## config.mk

```make
export PLATFORM = sky130hd
export DESIGN_NAME = axi_slave_read_flat
export DESIGN_NICKNAME = d
export VERILOG_FILES = /design/src/rtl/axi_slave_read_pkg.sv /design/src/rtl/axi_slave_read_if.sv /design/src/rtl/axi_slave_read_burst_addr_gen.sv /design/src/rtl/axi_slave_read.sv /design/src/flat_wrapper.sv
export SDC_FILE = /design/constraint.sdc
export NUM_CORES = 1
export LEC_CHECK = 0
export CORE_MARGIN = 3
export CORE_UTILIZATION = 55
export DETAILED_ROUTE_END_ITERATION = 10
export GPL_TIMING_DRIVEN = 0
export PLACE_DENSITY = 0.83
export RECOVER_POWER = 100
export SETUP_SLACK_MARGIN = 0.02
export SLEW_MARGIN = 25
export SYNTH_ARGS = -nofsm -noshare
export SYNTH_HDL_FRONTEND = slang
export SYNTH_HIERARCHICAL = 1
export SYNTH_SLANG_ARGS = --single-unit
```

## constraint.sdc

```tcl
create_clock -name ACLK -period 10.1 [get_ports ACLK]
set_input_delay 1.515 -clock ACLK [delete_from_list [all_inputs] [get_ports ACLK]]
set_output_delay 1.515 -clock ACLK [all_outputs]
set_load 0.02 [all_outputs]
```

## src/rtl/axi_slave_read_pkg.sv

```systemverilog
// Shared AXI definitions: default widths, burst and response encodings,
// and the read-slave state encoding.
package axi_pkg;

    localparam int ID_W   = 8;
    localparam int ADDR_W = 32;
    localparam int DATA_W = 32;
    localparam int LEN_W  = 4;

    localparam logic [1:0] BURST_FIXED = 2'b00;
    localparam logic [1:0] BURST_INCR  = 2'b01;
    localparam logic [1:0] BURST_WRAP  = 2'b10;
    localparam logic [1:0] BURST_RSVD  = 2'b11;

    localparam logic [1:0] RESP_OKAY   = 2'b00;
    localparam logic [1:0] RESP_SLVERR = 2'b10;

    typedef enum logic [1:0] {
        IDLE  = 2'd0,
        FETCH = 2'd1,
        CAPT  = 2'd2,
        SEND  = 2'd3
    } rd_state_t;

endpackage

```

## src/rtl/axi_slave_read_if.sv

```systemverilog
// AXI read address and read data channels bundled as one interface.
interface axi_slave_read_if #(
    parameter int ID_W   = 8,
    parameter int ADDR_W = 32,
    parameter int DATA_W = 32,
    parameter int LEN_W  = 4
);
    logic [ID_W-1:0]   ARID;
    logic [ADDR_W-1:0] ARADDR;
    logic [LEN_W-1:0]  ARLEN;
    logic [2:0]        ARSIZE;
    logic [1:0]        ARBURST;
    logic              ARVALID;
    logic              ARREADY;

    logic [ID_W-1:0]   RID;
    logic [DATA_W-1:0] RDATA;
    logic [1:0]        RRESP;
    logic              RLAST;
    logic              RVALID;
    logic              RREADY;

    modport slave (
        input  ARID, ARADDR, ARLEN, ARSIZE, ARBURST, ARVALID,
        output ARREADY,
        output RID, RDATA, RRESP, RLAST, RVALID,
        input  RREADY
    );

    modport master (
        output ARID, ARADDR, ARLEN, ARSIZE, ARBURST, ARVALID,
        input  ARREADY,
        input  RID, RDATA, RRESP, RLAST, RVALID,
        output RREADY
    );

endinterface

```

## src/rtl/axi_slave_read_burst_addr_gen.sv

```systemverilog
// Combinational next-beat address for FIXED / INCR / WRAP bursts.
// WRAP with an illegal length (not 2, 4, 8 or 16 beats) and the reserved
// burst type both advance like INCR.
module axi_burst_addr_gen
    import axi_pkg::*;
#(
    parameter int ADDR_W = 32,
    parameter int LEN_W  = 4
) (
    input  logic [ADDR_W-1:0] addr,
    input  logic [LEN_W-1:0]  len,
    input  logic [2:0]        size,
    input  logic [1:0]        burst,
    output logic [ADDR_W-1:0] next_addr
);

    logic [ADDR_W-1:0] step;
    logic [ADDR_W-1:0] incr_addr;
    logic [ADDR_W-1:0] region;
    logic [ADDR_W-1:0] wrap_mask;
    logic [ADDR_W-1:0] wrap_addr;
    logic              wrap_legal;

    // Step, wrap region and both candidate addresses.
    always_comb begin
        step       = ADDR_W'(1) << size;
        incr_addr  = addr + step;
        region     = (ADDR_W'(len) + ADDR_W'(1)) * step;
        wrap_mask  = region - ADDR_W'(1);
        wrap_addr  = (addr & ~wrap_mask) | (incr_addr & wrap_mask);
        // len+1 must be a power of two and at least 2 beats.
        wrap_legal = (len != '0) && ((len & (len + LEN_W'(1))) == '0);
    end

    // Select by burst type.
    always_comb begin
        next_addr = incr_addr;
        case (burst)
            BURST_FIXED: next_addr = addr;
            BURST_WRAP:  next_addr = wrap_legal ? wrap_addr : incr_addr;
            default:     next_addr = incr_addr;
        endcase
    end

endmodule

```

## src/rtl/axi_slave_read.sv

```systemverilog
// AXI read-channel slave: accepts one AR at a time, walks the burst and
// fetches each beat from a 1-cycle-latency memory port, returning it on R
// with full RVALID/RREADY backpressure.
module axi_slave_read
    import axi_pkg::*;
#(
    parameter int ID_W   = axi_pkg::ID_W,
    parameter int ADDR_W = axi_pkg::ADDR_W,
    parameter int DATA_W = axi_pkg::DATA_W,
    parameter int LEN_W  = axi_pkg::LEN_W
) (
    input  logic              ACLK,
    input  logic              ARESETn,
    axi_slave_read_if.slave   axi,
    input  logic              ar_block,
    output logic [ADDR_W-1:0] mem_addr,
    output logic              mem_ren,
    input  logic [DATA_W-1:0] mem_rdata,
    output logic              busy
);

    rd_state_t         state_reg, state_next;
    logic [ID_W-1:0]   id_reg;
    logic [ADDR_W-1:0] addr_reg;
    logic [LEN_W-1:0]  len_reg;
    logic [2:0]        size_reg;
    logic [1:0]        burst_reg;
    logic [LEN_W-1:0]  beat_reg;
    logic [DATA_W-1:0] rdata_reg;
    logic [ADDR_W-1:0] next_addr;

    logic ar_hs;
    logic r_hs;
    logic r_last;

    axi_burst_addr_gen #(
        .ADDR_W (ADDR_W),
        .LEN_W  (LEN_W)
    ) u_addr_gen (
        .addr      (addr_reg),
        .len       (len_reg),
        .size      (size_reg),
        .burst     (burst_reg),
        .next_addr (next_addr)
    );

    assign r_last = (beat_reg == len_reg);
    assign ar_hs  = (state_reg == IDLE) && axi.ARVALID && !ar_block;
    assign r_hs   = (state_reg == SEND) && axi.RREADY;
    assign busy   = (state_reg != IDLE);

    // State register.
    always_ff @(posedge ACLK or negedge ARESETn) begin
        if (!ARESETn) begin
            state_reg <= IDLE;
        end else begin
            state_reg <= state_next;
        end
    end

    // Request latch, beat counter, address walk and read-data capture.
    always_ff @(posedge ACLK or negedge ARESETn) begin
        if (!ARESETn) begin
            id_reg    <= '0;
            addr_reg  <= '0;
            len_reg   <= '0;
            size_reg  <= '0;
            burst_reg <= '0;
            beat_reg  <= '0;
            rdata_reg <= '0;
        end else begin
            if (ar_hs) begin
                id_reg    <= axi.ARID;
                addr_reg  <= axi.ARADDR;
                len_reg   <= axi.ARLEN;
                size_reg  <= axi.ARSIZE;
                burst_reg <= axi.ARBURST;
                beat_reg  <= '0;
            end
            if (state_reg == CAPT) begin
                rdata_reg <= mem_rdata;
            end
            if (r_hs && !r_last) begin
                beat_reg <= beat_reg + LEN_W'(1);
                addr_reg <= next_addr;
            end
        end
    end

    // Next state and all channel outputs; everything idles at zero, and
    // ARREADY is gated by reset so it drops without waiting for a clock.
    always_comb begin
        state_next  = state_reg;
        axi.ARREADY = 1'b0;
        axi.RVALID  = 1'b0;
        axi.RDATA   = '0;
        axi.RID     = '0;
        axi.RLAST   = 1'b0;
        axi.RRESP   = RESP_OKAY;
        mem_ren     = 1'b0;
        mem_addr    = '0;
        case (state_reg)
            IDLE: begin
                axi.ARREADY = ARESETn && !ar_block;
                if (ar_hs) begin
                    state_next = FETCH;
                end
            end
            FETCH: begin
                mem_ren    = 1'b1;
                mem_addr   = addr_reg;
                state_next = CAPT;
            end
            CAPT: begin
                state_next = SEND;
            end
            SEND: begin
                axi.RVALID = 1'b1;
                axi.RDATA  = rdata_reg;
                axi.RID    = id_reg;
                axi.RLAST  = r_last;
                axi.RRESP  = (burst_reg == BURST_RSVD) ? RESP_SLVERR : RESP_OKAY;
                if (r_hs) begin
                    state_next = r_last ? IDLE : FETCH;
                end
            end
            default: begin
                state_next = IDLE;
            end
        endcase
    end

endmodule
```

## src/flat_wrapper.sv

```systemverilog
// flat-port wrapper written by rule: the top's interface ports become plain ports
module axi_slave_read_flat import axi_pkg::*;
#(
    parameter int ID_W   = axi_pkg::ID_W,
    parameter int ADDR_W = axi_pkg::ADDR_W,
    parameter int DATA_W = axi_pkg::DATA_W,
    parameter int LEN_W  = axi_pkg::LEN_W
)
  (ACLK, ARESETn, ar_block, mem_addr, mem_ren, mem_rdata, busy, axi_ARID, axi_ARADDR, axi_ARLEN, axi_ARSIZE, axi_ARBURST, axi_ARVALID, axi_ARREADY, axi_RID, axi_RDATA, axi_RRESP, axi_RLAST, axi_RVALID, axi_RREADY);
  axi_slave_read_if #(.ID_W(ID_W), .ADDR_W(ADDR_W), .DATA_W(DATA_W), .LEN_W(LEN_W)) axi_i ();
  input  logic ACLK;
  input  logic ARESETn;
  input  logic ar_block;
  output logic [ADDR_W-1:0] mem_addr;
  output logic mem_ren;
  input  logic [DATA_W-1:0] mem_rdata;
  output logic busy;
  input wire logic [$bits(axi_i.ARID)-1:0] axi_ARID;
  input wire logic [$bits(axi_i.ARADDR)-1:0] axi_ARADDR;
  input wire logic [$bits(axi_i.ARLEN)-1:0] axi_ARLEN;
  input wire logic [$bits(axi_i.ARSIZE)-1:0] axi_ARSIZE;
  input wire logic [$bits(axi_i.ARBURST)-1:0] axi_ARBURST;
  input wire logic [$bits(axi_i.ARVALID)-1:0] axi_ARVALID;
  output wire logic [$bits(axi_i.ARREADY)-1:0] axi_ARREADY;
  output wire logic [$bits(axi_i.RID)-1:0] axi_RID;
  output wire logic [$bits(axi_i.RDATA)-1:0] axi_RDATA;
  output wire logic [$bits(axi_i.RRESP)-1:0] axi_RRESP;
  output wire logic [$bits(axi_i.RLAST)-1:0] axi_RLAST;
  output wire logic [$bits(axi_i.RVALID)-1:0] axi_RVALID;
  input wire logic [$bits(axi_i.RREADY)-1:0] axi_RREADY;
  assign axi_i.ARID = axi_ARID;
  assign axi_i.ARADDR = axi_ARADDR;
  assign axi_i.ARLEN = axi_ARLEN;
  assign axi_i.ARSIZE = axi_ARSIZE;
  assign axi_i.ARBURST = axi_ARBURST;
  assign axi_i.ARVALID = axi_ARVALID;
  assign axi_ARREADY = axi_i.ARREADY;
  assign axi_RID = axi_i.RID;
  assign axi_RDATA = axi_i.RDATA;
  assign axi_RRESP = axi_i.RRESP;
  assign axi_RLAST = axi_i.RLAST;
  assign axi_RVALID = axi_i.RVALID;
  assign axi_i.RREADY = axi_RREADY;
  axi_slave_read #(.ID_W(ID_W), .ADDR_W(ADDR_W), .DATA_W(DATA_W), .LEN_W(LEN_W)) u_core (.ACLK(ACLK), .ARESETn(ARESETn), .axi(axi_i), .ar_block(ar_block), .mem_addr(mem_addr), .mem_ren(mem_ren), .mem_rdata(mem_rdata), .busy(busy));
endmodule
```

==> metrics.txt, run 1 <==
Fin. Hold Viols=0; Post-synth top flop=dfrtp_1; post_cts resized=0; Slew @ Worst Pin=~2.7 ns; register area share after synthesis=0.301; worst hold path type=reg -> reg; status=finished, violations left; largest net degree at the start of global routing=between 50 and 60; failing checks=max-capacitance violations, max-slew violations; GPL Wtd Cong=0.865; DRT iter0 DRCs=353; hold-fix buffer count after cts=0; layout cells sized above 1=0.106; DR vias=6075; # IOs=165; cell area after synthesis=7240 µm²; DR pass1 iterations=5; H-tree Lvls=3; Die Y=121 µm; Area contributors post-synth=dfrtp_1 (30%), ha_1 (8.6%), mux2_2 (8.2%), and2_1 (6.9%), fa_1 (6.1%); Synth Area in Simple Gates=0.193; most frequent cell after synthesis=dfrtp_1; Detailed Route WL=roughly 19 mm; global-route wire length before repair=30.9 mm; Post-synth EDFFs=0; initial core utilization=0.569; Slew Limit Fails=91; Worst Setup Slack, final=3.75 ns; Setup crit end kind=flip-flop; setup bufs post-CTS=0; Seq cells post-synth=87; overall power=3470 µW; xor/xnor share of the synthesized area=0.0508; CTS Buf Count=9; gr usage total=0.266; PortBufs=around 160; Fin Setup TNS=0 ns; pwr dens=372 nW/µm²; Post-Syn Nets=slightly above 900; WL per Instance=around 17 µm; n_diodes=0; via density per instance=5.41; cell taking the most area after synthesis=dfrtp_1; Remaining DRCs=0; cell count after synthesis=between 700 and 800; compound-gate portion of the synthesized area=0.115; Max Buffers Root-to-Sink=2; TritonCTS clock tree=yes; RSZ-0062 raised after global routing=no; Req. time, crit path=10.32 ns; crit path max fanout=9; worst slack, placed=4.71 ns; category of the most critical setup path=reg -> reg; Core ar.=approximately 13000 µm²; critical path startpoint category=flip-flop; Commonest cells post-synth=dfrtp_1 (87), and2_1 (80), nand2_1 (77); leakage power=around 0.0045 µW; Layout area overhead=28.8%; clock slew at reported path FFs=0.06 ns; die width=~120 µm; multiplexer share of the synthesized area=0.130; critical path arrival=around 6.6 ns; CTS sink count=87; FMAX=157 MHz; Routed Antenna Nets=0; Netlist cell types=69; number of nets in the final layout=around 1100; fin crit share=0.629; Slew HR=-0.795; Post-Synth Adder-Cell Area=0.147; initial antenna violation count=0; vias in the first global route=6240; fin cells=1123; HPWL after DPL=14.8 mm; Clock Skew=0.00707 ns; # rows=41; minimum clock period=6.35 ns; DP Cell Count=1107; grt ovf=0; asr flop ratio synth=1.00; largest family of logic cells by synthesized area=simple AND/OR/NAND/NOR gates; synth warn=6; final setup vio count=0; post-synth top area share=0.301; Max-Cap Viols=2; latest clock arrival within the worst-skew pair=between 0.3 and 0.4 ns; worst vdd ir=0.000199 V; Die Area=14600 µm²; Syn Area/Cell=roughly 9.4 µm²; CTS Root Cell=clkbuf_16
## logic make-up after synthesis
logic type	after synthesis
simple gates	262
mux	87
buf+inv	106
other cells	1
flops	87
compound gates	114
fa+ha+maj	72
xor+xnor	42
## cell usage in the layout (no fill, tap or decap), types with 34 or more instances in the layout
master,n
dlygate4sd3_1,112
dfrtp_1,87
and2_1,79
nand2_1,77
inv_1,70
mux2_2,53
clkdlybuf4s50_1,50
ha_1,50
o21ai_0,49
mux2i_1,34
## area by class of cell
class                           count  area [µm²]
Timing Repair Buffer              164        1630
Sequential cell                    87        2180
Clock buffer                       10         229
Fill cell                        1006        3400
Tap cell                          172         215
Inverter                           71         267
Buffer                             35         165
Clock inverter                      6         109
Multi-Input combinational cell    578        4530
## critical path, cell delays in order (launching register included)
cell and delay (ns):
dfrtp_1 0.45, clkbuf_1 0.38, nand3_1 0.13, ha_1 0.40, or3_1 0.40, ha_1 0.29, inv_1 0.05, fa_1 0.53
inv_1 0.06, fa_1 0.54, inv_1 0.04, ha_1 0.28, clkbuf_1 0.21, a21oi_4 0.16, nand2_1 0.06, a31oi_1 0.35
o22ai_2 0.15, a221oi_1 1.11, nand4_1 0.28, xnor2_1 0.21, nand2_1 0.06, o21ai_0 0.09
## where the power goes
group	leakage (µW)	total, µW	switching [µW]	internal (µW)
logic	0.00327	2420	1360	1060
registers	0.00106	666	149	517
clock network	0.000166	381	139	241
## stage by stage
step	area, µm²	hold slack (ns)	utilization
6_report	9320	0.498	0.733
5_1_grt	9320	0.506	0.733
4_1_cts	9450	0.501	0.743
3_5_place_dp	9110	0.486	0.716
3_3_place_gp	9080	0.482	0.714
2_1_floorplan	7240	0.471	-
## per-layer routing
layer	GRT usage	vias to the layer above	wire, µm
met1	0.304	2955	7390
met3	0.0931	31	1550
li1	-	2925	-
met4	0.0878	0	445
met5	0.0110	-	0
met2	0.464	164	9400
## final timing paths
kind                                      start                    to  slack [ns]  depth (start not counted)
max                           u_core/len_reg[0]   u_core/addr_reg[31]        3.75                         21
min                        u_core/rdata_reg[30]  u_core/rdata_reg[30]        0.50                          1
max reg2reg                   u_core/len_reg[0]   u_core/addr_reg[31]        3.75                         21
min reg2reg                u_core/rdata_reg[30]  u_core/rdata_reg[30]        0.50                          1
max in group asynchronous               ARESETn    u_core/addr_reg[3]        4.97                          2
min in group asynchronous               ARESETn   u_core/rdata_reg[4]        1.76                          1
Note: power is estimated with default switching activity, not from simulation.
==> run 2, diff against run 1 <==
--- a/config.mk
+++ b/config.mk
@@ -6,10 +6,10 @@
 export NUM_CORES = 1
 export LEC_CHECK = 0
 export CORE_MARGIN = 3
-export CORE_UTILIZATION = 55
+export CORE_UTILIZATION = 47
 export DETAILED_ROUTE_END_ITERATION = 10
 export GPL_TIMING_DRIVEN = 0
-export PLACE_DENSITY = 0.83
+export PLACE_DENSITY = 0.76
 export RECOVER_POWER = 100
 export SETUP_SLACK_MARGIN = 0.02
 export SLEW_MARGIN = 25
==> constraint.sdc (replaced) <==
create_clock -name ACLK -period 5.31 [get_ports ACLK]
set_input_delay 0.7965 -clock ACLK [delete_from_list [all_inputs] [get_ports ACLK]]
set_output_delay 0.7965 -clock ACLK [all_outputs]
set_load 0.02 [all_outputs]
==> metrics.txt, run 2 (synthesized netlist as in run 1, its figures left out) <==
worst r2r src=u_core/len_reg[0]; Slew HR=-0.575 (+0.219); hold-fix buffer count after cts=0 (unchanged); Detailed Route WL=18.4 mm (-1.9%); # IOs=165 (unchanged); RSZ-0062 raised after global routing=no; critical path arrival=5.30 ns (-1.26 ns); Remaining DRCs=0 (unchanged); DR vias=5922 (-2.5%); WL per Instance=16.2 µm (-2.9%); M2 GR Usage=0.387 (-0.0764); Max Buffers Root-to-Sink=2 (unchanged); placed cell areas=9130 µm² (+0.16%); # rows=44 (+7.3%); H-tree Lvls=3 (unchanged); latest clock arrival within the worst-skew pair=0.34 ns (about the same); number of nets in the final layout=1104 (unchanged); largest net degree at the start of global routing=47 (-7.8%); Clock Skew=0.0111 ns (+0.00404 ns); CTS Buf Count=9 (unchanged); Slew Limit Fails=43 (-53%); Fin Setup TNS=0 ns (unchanged); status=finished, violations left; Slew @ Worst Pin=2.36 ns (-0.329 ns); DRT iter0 DRCs=314 (-11%); commonest non-fill, non-tap cells in the layout=dfrtp_1 (85), clkdlybuf4s50_1 (82), dlygate4sd3_1 (80); Routed Antenna Nets=0 (unchanged); vias in the first global route=6066 (-2.8%); PortBufs=163 (unchanged); Max-Cap Viols=1 (-1); Req. time, crit path=5.57 ns (-4.75 ns); Layout area overhead=30.2%; pwr dens=706 nW/µm² (+89%); CTS sink count=87 (unchanged); commonest non-fill, non-tap cell in the layout=dfrtp_1; CTS Root Cell=clkbuf_16; met1 Use GR=0.276 (-0.0282); CP Cell Sequence=buf_6 > inv_1 > ha_1 > and2_1 > fa_1 > fa_1 > inv_1 > fa_1 > inv_1 > ha_1 > buf_6 > a211o_2 > a31oi_1 > o21a_1 > a221o_1 > nand3_1 > nor2_1 > xnor2_1 > nand2_1 > o21ai_0; via density per instance=5.22 (-3.5%); clock slew at reported path FFs=0.07 ns (about the same); Core ar.=14800 µm² (+16%); Fin. Hold Viols=0 (unchanged); fin crit share=0.949 (+0.321); routing usage on met3=0.0704 (-0.0227); Worst Setup Slack, final=0.269 ns (-3.48 ns); multi-input combinational cell area=4590 µm² (+1.4%); initial core utilization=0.489 (-0.0802); CP max-delay cell=fa_1; layout cells sized above 1=0.122 (+0.0158); gr usage total=0.224 (-0.0426); final instance area=9420 µm² (+1.1%); minimum clock period=5.04 ns (-1.31 ns); overall power=6650 µW (+91%); GPL Wtd Cong=0.885 (+2.3%); leakage power=0.00451 µW (+0.24%); worst vdd ir=0.000370 V (+86%); category of the most critical setup path=reg -> reg; TritonCTS clock tree=yes; die width=130 µm (+7.8%); Setup crit end kind=flip-flop; n_diodes=0 (unchanged); fillcell total=1267 (+26%); Critical Path Max Stage Delay=0.54 ns (-0.57 ns); Die Y=130 µm (+7.8%); beginning of the critical path=u_core/len_reg[0]; HPWL after DPL=14.5 mm (-1.8%); DR pass1 iterations=4 (-1); critical path startpoint category=flip-flop; worst hold path type=reg -> reg; Hold Startpoint=u_core/rdata_reg[8]; crit path max fanout=9 (unchanged); global-route wire length before repair=30.2 mm (-2.3%); failing checks=max-capacitance violations, max-slew violations; FMAX=198 MHz (+26%); worst slack, placed=-0.0711 ns (-4.78 ns); Post-Route Utilization=0.636 (-0.0966); Top Usage Layer GRT=met2; final setup vio count=0 (unchanged); Die Area=16900 µm² (+16%); Reg area=2180 µm² (+0.11%); initial antenna violation count=0 (unchanged); grt ovf=0 (unchanged)
## run 2: final cells by class
class | count | share of cell area
timing repair buffer | 165 | 0.178
clock inverter | 6 | 0.00704
clock buffer | 10 | 0.0254
sequential | 87 | 0.231
buffer | 34 | 0.0185
multi-input combinational | 578 | 0.487
tap | 184 | 0.0244
inverter | 71 | 0.0283
## run 2: repair_timing
action,in CTS,in global routing
resized for setup,1,14
setup buffers,1,0
pin swaps,1,0
endpoints found under the setup margin,10,18
## run 2: critical path, delay by kind of cell (launching register included)
| family | cells | cell delay [ns] |
|---|---|---|
| AOI/OAI and AO/OA | 5 | 1.06 |
| xor gates and xnor gates | 1 | 0.14 |
| adders and majority gates | 5 | 2.20 |
| buffers and inverters | 5 | 0.47 |
| DFF | 1 | 0.42 |
| and+or+nand+nor | 4 | 0.65 |
## run 2: layer usage
metal / vias up / share of wire
met2: 132 / 0.50
met5: - / 0
met4: 0 / 0.0092
met3: 13 / 0.073
li1: 2933 / -
met1: 2844 / 0.42
## run 2: power breakdown
group,leakage [µW],internal [µW],total (µW),switching [µW]
Clock,0.000153,380,651,271
Sequential,0.00106,985,1270,280
Combinational,0.00329,2110,4730,2620
Total,0.00451,3470,6650,3170
## run 2: per-stage QoR
| step | instances | hold WS (ns) |
|---|---|---|
| 2_1_floorplan | 771 | 0.471 |
| 3_3_place_gp | 1118 | 0.482 |
| 3_5_place_dp | 1119 | 0.486 |
| 4_1_cts | 1136 | 0.371 |
| 5_1_grt | 1135 | 0.516 |
| 6_report | 1135 | 0.500 |
## run 2: path summary, 6_finish.rpt
check,endpoint,slack (ns),cells past startpoint
hold / removal,u_core/rdata_reg[8],0.50,1
setup / recovery,u_core/addr_reg[26],0.27,20
min in group asynchronous,u_core/rdata_reg[9],1.16,1
max in group asynchronous,u_core/beat_reg[1],2.79,1
setup reg to reg,u_core/addr_reg[26],0.27,20
hold reg to reg,u_core/rdata_reg[8],0.50,1
